==> config.mk <==
export PLATFORM = sky130hd
export DESIGN_NAME = canny_frame_ctrl
export DESIGN_NICKNAME = d
export VERILOG_FILES = /design/src/rtl/canny_frame_ctrl.sv
export SDC_FILE = /design/constraint.sdc
export NUM_CORES = 1
export LEC_CHECK = 0
export BUFFER_PORTS_ARGS = -buffer_cell sky130_fd_sc_hd__buf_4
export CORE_ASPECT_RATIO = 1.1
export CORE_MARGIN = 1.5
export CORE_UTILIZATION = 40
export CTS_CLUSTER_SIZE = 14
export DETAILED_ROUTE_END_ITERATION = 10
export SLEW_MARGIN = 5
export SYNTH_ARGS = -nofsm -noshare
export SYNTH_HDL_FRONTEND = slang
export SYNTH_SLANG_ARGS = --single-unit
==> constraint.sdc <==
create_clock -name clk -period 2.2 [get_ports clk]
set_input_delay 0.44 -clock clk [delete_from_list [all_inputs] [get_ports clk]]
set_output_delay 0.44 -clock clk [all_outputs]
set_load 0.03 [all_outputs]
==> src/rtl/canny_frame_ctrl.sv <==
// canny_frame_ctrl
//   Frame sequencer for the Canny edge pipeline. Accepts a raster pixel
//   stream, drives the pipeline's shared input/advance, flushes the pipeline
//   at end of frame and emits pipeline results tagged with sof/eol/eof.
//
// Parameters
//   IMG_W, IMG_H : frame geometry in pixels / lines
//   PIPE_LAT     : pipeline advances from pipe_pixel to matching pipe_data
//   BORDER       : invalid border width (used only with the mask option)
//
// Ports
//   clk, rst            : clock (rising edge), async active-high reset
//   start               : begin a frame (sampled only while idle)
//   in_valid/in_ready   : source handshake, in_pixel is the source pixel
//   pipe_en/pipe_pixel  : pipeline advance and pipeline input
//   pipe_data           : pipeline (edge-linking) output
//   out_valid/out_ready : sink handshake for out_data/out_sof/out_eol/out_eof
//   busy                : frame in progress
//   frame_done          : one-cycle pulse after the last output handshake
//
// Build option
//   CANNY_BORDER_MASK_EN : force out_data to zero inside the BORDER-wide frame
//                          border (markers unaffected)
module canny_frame_ctrl #(
    parameter int unsigned IMG_W    = 512,
    parameter int unsigned IMG_H    = 512,
    parameter int unsigned PIPE_LAT = 2056,
    parameter int unsigned BORDER   = 5
) (
    input  logic        clk,
    input  logic        rst,
    input  logic        start,
    input  logic        in_valid,
    output logic        in_ready,
    input  logic [7:0]  in_pixel,
    output logic        pipe_en,
    output logic [7:0]  pipe_pixel,
    input  logic [11:0] pipe_data,
    output logic        out_valid,
    input  logic        out_ready,
    output logic [11:0] out_data,
    output logic        out_sof,
    output logic        out_eol,
    output logic        out_eof,
    output logic        busy,
    output logic        frame_done
);
    localparam int unsigned NPIX    = IMG_W * IMG_H;
    // in_cnt counts input pixels in RUN, then flush advances in FLUSH
    localparam int unsigned CNT_MAX = (NPIX > PIPE_LAT) ? NPIX : PIPE_LAT;
    localparam int unsigned CW      = $clog2(CNT_MAX + 1);
    localparam int unsigned XW      = $clog2(IMG_W);
    localparam int unsigned YW      = $clog2(IMG_H);
    localparam int unsigned SW      = $clog2(PIPE_LAT + 1);

    localparam logic [CW-1:0] IN_LAST   = CW'(NPIX - 1);
    localparam logic [CW-1:0] FL_LAST   = CW'(PIPE_LAT - 1);
    localparam logic [SW-1:0] STEP_FULL = SW'(PIPE_LAT);
    localparam logic [XW-1:0] X_LAST    = XW'(IMG_W - 1);
    localparam logic [YW-1:0] Y_LAST    = YW'(IMG_H - 1);

    if (2 * BORDER > IMG_W || 2 * BORDER > IMG_H || PIPE_LAT == 0) begin : g_bad_cfg
        $error("canny_frame_ctrl: unsupported parameter combination");
    end

    typedef enum logic [1:0] {S_IDLE, S_RUN, S_FLUSH, S_DRAIN} state_t;

    state_t        state_q, state_d;
    logic [CW-1:0] in_cnt_q, in_cnt_d;
    logic [SW-1:0] step_q, step_d;
    logic [XW-1:0] out_x_q, out_x_d;
    logic [YW-1:0] out_y_q, out_y_d;
    logic          out_valid_q, out_valid_d;
    logic [11:0]   out_data_q, out_data_d;
    logic          out_sof_q, out_sof_d;
    logic          out_eol_q, out_eol_d;
    logic          out_eof_q, out_eof_d;
    logic          frame_done_q, frame_done_d;
    logic          stall;
    logic          adv;
    logic [11:0]   load_data;

    always_comb begin
        state_d      = state_q;
        in_cnt_d     = in_cnt_q;
        step_d       = step_q;
        out_x_d      = out_x_q;
        out_y_d      = out_y_q;
        out_valid_d  = out_valid_q;
        out_data_d   = out_data_q;
        out_sof_d    = out_sof_q;
        out_eol_d    = out_eol_q;
        out_eof_d    = out_eof_q;
        frame_done_d = 1'b0;
        in_ready     = 1'b0;
        pipe_pixel   = '0;
        adv          = 1'b0;
        load_data    = pipe_data;
        stall        = out_valid_q && !out_ready;

        case (state_q)
            S_IDLE: begin
                if (start) begin
                    state_d  = S_RUN;
                    in_cnt_d = '0;
                    step_d   = '0;
                    out_x_d  = '0;
                    out_y_d  = '0;
                end
            end
            S_RUN: begin
                in_ready   = !stall;
                adv        = in_valid && !stall;
                pipe_pixel = in_pixel;
                if (adv) begin
                    if (in_cnt_q == IN_LAST) begin
                        state_d  = S_FLUSH;
                        in_cnt_d = '0;
                    end else begin
                        in_cnt_d = in_cnt_q + CW'(1);
                    end
                end
            end
            S_FLUSH: begin
                adv = !stall;
                if (adv) begin
                    if (in_cnt_q == FL_LAST) begin
                        state_d  = S_DRAIN;
                        in_cnt_d = '0;
                    end else begin
                        in_cnt_d = in_cnt_q + CW'(1);
                    end
                end
            end
            S_DRAIN: begin
                if (out_valid_q && out_ready && out_eof_q) begin
                    state_d      = S_IDLE;
                    frame_done_d = 1'b1;
                end
            end
            default: state_d = S_IDLE;
        endcase

        if (out_valid_q && out_ready) begin
            out_valid_d = 1'b0;
        end

        // A load may coincide with a handshake and replaces the register;
        // adv already excludes stall, so no unaccepted pixel is overwritten.
        if (adv) begin
            if (step_q != STEP_FULL) begin
                step_d = step_q + SW'(1);
            end else begin
`ifdef CANNY_BORDER_MASK_EN
                if (out_x_q < XW'(BORDER) || out_x_q >= XW'(IMG_W - BORDER) ||
                    out_y_q < YW'(BORDER) || out_y_q >= YW'(IMG_H - BORDER)) begin
                    load_data = '0;
                end
`endif
                out_valid_d = 1'b1;
                out_data_d  = load_data;
                out_sof_d   = (out_x_q == '0) && (out_y_q == '0);
                out_eol_d   = (out_x_q == X_LAST);
                out_eof_d   = (out_x_q == X_LAST) && (out_y_q == Y_LAST);
                if (out_x_q == X_LAST) begin
                    out_x_d = '0;
                    out_y_d = (out_y_q == Y_LAST) ? '0 : out_y_q + YW'(1);
                end else begin
                    out_x_d = out_x_q + XW'(1);
                end
            end
        end
    end

    always_ff @(posedge clk or posedge rst) begin
        if (rst) begin
            state_q      <= S_IDLE;
            in_cnt_q     <= '0;
            step_q       <= '0;
            out_x_q      <= '0;
            out_y_q      <= '0;
            out_valid_q  <= 1'b0;
            out_data_q   <= '0;
            out_sof_q    <= 1'b0;
            out_eol_q    <= 1'b0;
            out_eof_q    <= 1'b0;
            frame_done_q <= 1'b0;
        end else begin
            state_q      <= state_d;
            in_cnt_q     <= in_cnt_d;
            step_q       <= step_d;
            out_x_q      <= out_x_d;
            out_y_q      <= out_y_d;
            out_valid_q  <= out_valid_d;
            out_data_q   <= out_data_d;
            out_sof_q    <= out_sof_d;
            out_eol_q    <= out_eol_d;
            out_eof_q    <= out_eof_d;
            frame_done_q <= frame_done_d;
        end
    end

    assign pipe_en    = adv;
    assign out_valid  = out_valid_q;
    assign out_data   = out_data_q;
    assign out_sof    = out_sof_q;
    assign out_eol    = out_eol_q;
    assign out_eof    = out_eof_q;
    assign busy       = (state_q != S_IDLE);
    assign frame_done = frame_done_q;

endmodule

After elaboration in Yosys (flattened, before gate mapping)
Index checks and enable logic that the tools add are counted.
- flip-flop bits (word level): 68
- bits in latches: 0
- bits in writable memories: 0
- ROM bits: 0
- memories kept: 0
- $add $sub $neg: 4
- $mul: 0
- div/mod/pow operators: 0
- order comparisons: 0
- eq/ne operators: 14
- shifts and indexed selects: 0
- multiplexer cells: 36
- bitwise gates (word level): 1
- reductions and logical operators: 16
- operator list (operator ; count):
    $mux 9 ; 11
    $mux 19 ; 5
    $pmux 19 s3 ; 1
    $mux 12 ; 4
    $add 19x1->19 const B ; 1
    $eq 19x12->1 const B ; 1
    $eq 19x18->1 const B ; 1
    $add 9x1->9 const B ; 2
    $eq 9x9->1 const B ; 2
    $logic_not 9->1 ; 2
    $add 12x1->12 const B ; 1
    $mux 2 ; 6
    $ne 12x12->1 const B ; 1
    $ne 2x2->1 const B ; 6
    $mux 8 ; 1
    $pmux 2 s4 ; 1
    $logic_and 1x1->1 ; 6
    $mux 1 ; 6
    $reduce_and 6->1 ; 1
    $eq 2x2->1 const B ; 2
    $reduce_and 4->1 ; 1
    $reduce_bool 3->1 ; 1
    $eq 2x1->1 const B ; 1
    $logic_not 1->1 ; 2
    5 further kinds ; 5

Depth between registers and ports, before layout
- depth in word-level cells: 6
- gate-level depth with buffers: 10

Worst setup path after synthesis
No wires, ideal clock.
- path type: register to register
- from: register state_q[1]
- to: register out_y_q[4]
- library setup time: 120 ps
- arrival time: 1999 ps
- setup slack: 81 ps
- stages on the path, launching flop included: 9
- buffers on the path: 1
- clock period less this slack: 2119 ps
- cells stage by stage: dfrtp_1 -> inv_1 -> ha_1 -> a21o_1 -> nand3_1 -> inv_2 -> nand3_2 -> clkbuf_1 -> a31o_2
- elaborated cells between the ends (all ways): 8
- those cells by class: 2 x eq/ne; 5 x mux; 1 x reduce/logical
- RTL lines (item ; line ; source):
    start: declaration ; 68 ; state_t state_q, state_d;
    start signal: assignment ; 189 ; state_q <= state_d;
    $eq 2x2->1 or $eq 2x1->1 (tied branches) ; 101 ; case (state_q)
    $pmux 1 s2 * ; 101 ;
    named net pipe_en ; 36 ; output logic pipe_en,
    $mux 9 * ; 150 ; if (adv) begin
    named net out_y_d[4] ; 72 ; logic [YW-1:0] out_y_q, out_y_d;
    end signal: assignment ; 193 ; out_y_q <= out_y_d;
    end: declaration ; 72 ;
The timed path passes the listed nets; every way through them passes the cells marked *.
A chain may end at the register's enable or synchronous reset.

Final worst setup path
- from: register state_q[1]
- to: output port pipe_en
- word-level cells in the longest chain between the ends: 2
- elaborated cells between the ends (all ways): 3
- those cells by class: 2 x eq/ne; 1 x mux
- RTL lines (item ; line):
    $eq 2x2->1 or $eq 2x1->1 (tied branches) ; 101
    $pmux 1 s2 * ; 101
    end: declaration ; 36
Mark *: on every way between the ends. The rest lies on a longest branch, timed or not.

==> flow_summary.yaml <==
status:
  outcome: "finished clean"
synth:
  synth_fa_ha_area_frac: 0.0418
  synth-main-ff-cell: "dfrtp_1"
  muxShareOfSynthArea: 0.0183
  postSynthCellCount: 434
  yosysWarnings: 0
  synth_top_family_by_area: "simple AND/OR/NAND/NOR gates"
  synth_area_per_cell_sq_um: 8.96
  syn_area_sq_um: 3890
  ys_ff_latch: 68
  synth_compound_area_frac: 0.161
  syn_nets: 472
  synth_cell_types: 56
  synth_xor_area_frac: 0.0360
  yosys.area_share.simple: 0.268
  async_flop_share: 1.00
  yosysSeqAreaShare: 0.437
  synth_edf_count: 0
power_and_ir_drop:
  power_frac_comb: 0.027
  p_clk_frac: 0.450
  totalPowerFinal_mw: 2.39
  ir_worst_vdd_uv: 270
  powerDensity_nw_per_um2: 489
  p_int_mw: 1.81
  sw_frac_of_total: 0.242
  leakagePower_nw: 2.32
  switchingPower_mw: 0.579
  pwr-share-seq: 0.523
placed_design:
  place_area_sq_um: 4610
  gp_congestion: 0.841
  place_hpwl_um: 6610
  port_buffers: 52
floorplan:
  num_io_pins: 53
  die-height_um: 106
  die_w_um: 97.0
  core_sq_um: 9400
  design.die.area_sq_um: 10300
  row_count: 37
  start_util: 0.414
global_route:
  met1_usage: 0.250
  grt-busiest-layer: "met2"
  grt_antenna_before_repair: 0
  grt_use_total: 0.195
  grt_pass1_wl_um: 16200
  gr-total-overflow: 0
  grt_max_degree: 69
  grtUsageMet3: 0.0388
  grt_util_met2: 0.316
  grt_pass1_vias: 3467
detailed_routing:
  ant_nets: 0
  wl_per_cell_um: 14.8
  dr.pass1.iters: 4
  drcViolationCount: 0
  vias: 3448
  drt_first_iter_violations: 111
  wl_um: 9410
  vias_per_cell: 5.42
clock_tree:
  cts_buffer_depth: 2
  htreeDepth: 3
  root_buffer: "clkbuf_8"
  tritoncts: "done"
  clock_latency_ps: 360
  numCtsBuffers: 9
  clock-sinks: 68
  path_clk_slew_ps: 80
layout:
  final_cell_mix: "nand2_1 (90), buf_4 (82), dfrtp_1 (68), nand3_1 (21), o21ai_0 (19)"
  final-seq-area_sq_um: 1700
  nets: 552
  insertedDiodeCount: 0
  syn_to_final_growth_pct: 25.6
  drive_gt1_frac: 0.252
  n_fill_cell: 885
  fin_area_sq_um: 4880
  layout_commonest_cell: "nand2_1"
  multi_input_area_sq_um: 2100
worst_hold_path:
  min_path_type: "in2async"
worst_setup_path:
  worst_setup_path_start_kind: "register"
  reg2reg_slack_ps: 150
  critPathLaunch: "state_q[1]"
  end_kind: "output pin"
  cpPeakStageDelay_ps: 440
  cp_slowest_cell: "dfrtp_1"
  reg2reg_from: "step_q[1]"
  crit_chain: "inv_2 > ha_2 > a21o_1 > nand3_4 > inv_2 > buf_4 > buf_6"
  crit_type: "reg2out"
  critPathMaxFanout: 7
  cp_common_cell: "inv_2"
  critPathRequiredTime_ps: 1760
  crit_arrival_ps: 1710
sta:
  fin_worst_skew_ps: 12.7
  max_slew.worst_pin.slew_ps: 582
  finalSetupViolCount: 0
  period_minus_slack_ps: 2150
  hold_viol_final: 0
  slew_headroom: 0.608
  fin_hold_ws_ps: 153
  finalCritPeriodShare: 0.976
  rsz0062_at_grt: "yes"
  slew_violations: 0
  max_freq_ghz: 0.465
run:
  max-cap-violations: 0
## kinds of logic after synthesis
logic type,after synthesis
adder cells (fa/ha/maj),13
flip-flops,68
AO/OA/AOI/OAI,84
buffers and inverters,35
multiplexers,7
AND/OR/NAND/NOR,211
XOR/XNOR,16
## power by group through the flow
stage          sequential, mW  combinational [mW]  clock [mW]
6_report                 1.25              0.0634        1.08
5_1_grt                  1.25              0.0717        1.16
4_1_cts                  1.25              0.0665        1.11
3_5_place_dp             1.27              0.0664           0
3_3_place_gp             1.27              0.0651           0
2_1_floorplan            1.27              0.0188           0
## metal layers
layer  wire length (um)  part of all wire
met5                  0                 0
met1               4290              0.46
met3                456             0.048
met4                173             0.018
met2               4490              0.48
## registers in the layout, indices dropped and copies added, names as in the netlist, 2 cells and up
register / count
out_data: 12
step_q: 12
out_x_q: 9
out_y_q: 9
state_q: 2
in_cnt_q: 19
## worst paths after layout
check,end,depth (start not counted)
worst max-delay path,pipe_en,7
worst min-delay path,in_cnt_q[5],3
worst max register to register,step_q[4],8
worst min register to register,out_data[5],2
max in group asynchronous,in_cnt_q[16],3
min in group clk,out_data[8],3
## synthesized netlist by cell type, types with 3 or more instances
library cell,instances,area (sq um)
dfrtp_1,68,1700
and2_1,13,81.3
ha_1,13,163
nor4b_1,3,26.3
mux2i_1,6,60.1
nand4_1,8,50.1
nor4_1,13,81.3
nor3_1,15,75.1
xnor2_1,9,78.8
inv_1,18,67.6
or2_2,4,25.0
clkbuf_1,10,37.5
xor2_1,7,61.3
and3_1,11,68.8
a21o_1,5,37.5
nor2_1,18,67.6
o2111ai_1,5,43.8
a21oi_1,9,45.0
a31o_2,6,52.6
nand2_1,90,338
o211ai_1,12,90.1
nand3_1,22,110
o31ai_1,3,22.5
o21ai_0,19,95.1
a22o_1,8,70.1
## layout make-up
cell class	instances	area share
inverters	19	0.0146
well taps	117	0.0300
clock buffers	9	0.0254
multi-input cells	331	0.430
clock inverters	7	0.0156
flip-flops and latches	68	0.348
repair buffers	85	0.137
## worst max-delay path, delay by kind of cell (launching register included)
family,cells,cell delay (ps)
buffers and inverters,4,450
and+or+nand+nor,1,120
DFF,1,440
AOI/OAI and AO/OA,1,150
adders and majority gates,1,190
## metrics by stage
stage	cells	setup TNS, ps	setup WS, ps	utilization
finish	636	0	51.7	0.520
global route	636	-41.3	-41.3	0.520
floorplan	434	0	48.5	-
global placement	618	0	119	0.490
CTS	635	0	2.74	0.514
detailed placement	618	0	105	0.490
## repair_timing
action | CTS | global route
hold buffers | 0 | 0
gates resized for setup | 3 | 11
buffers inserted | 1 | 1
setup endpoints to repair | 1 | 9
Power figures use the tool's default switching activity.
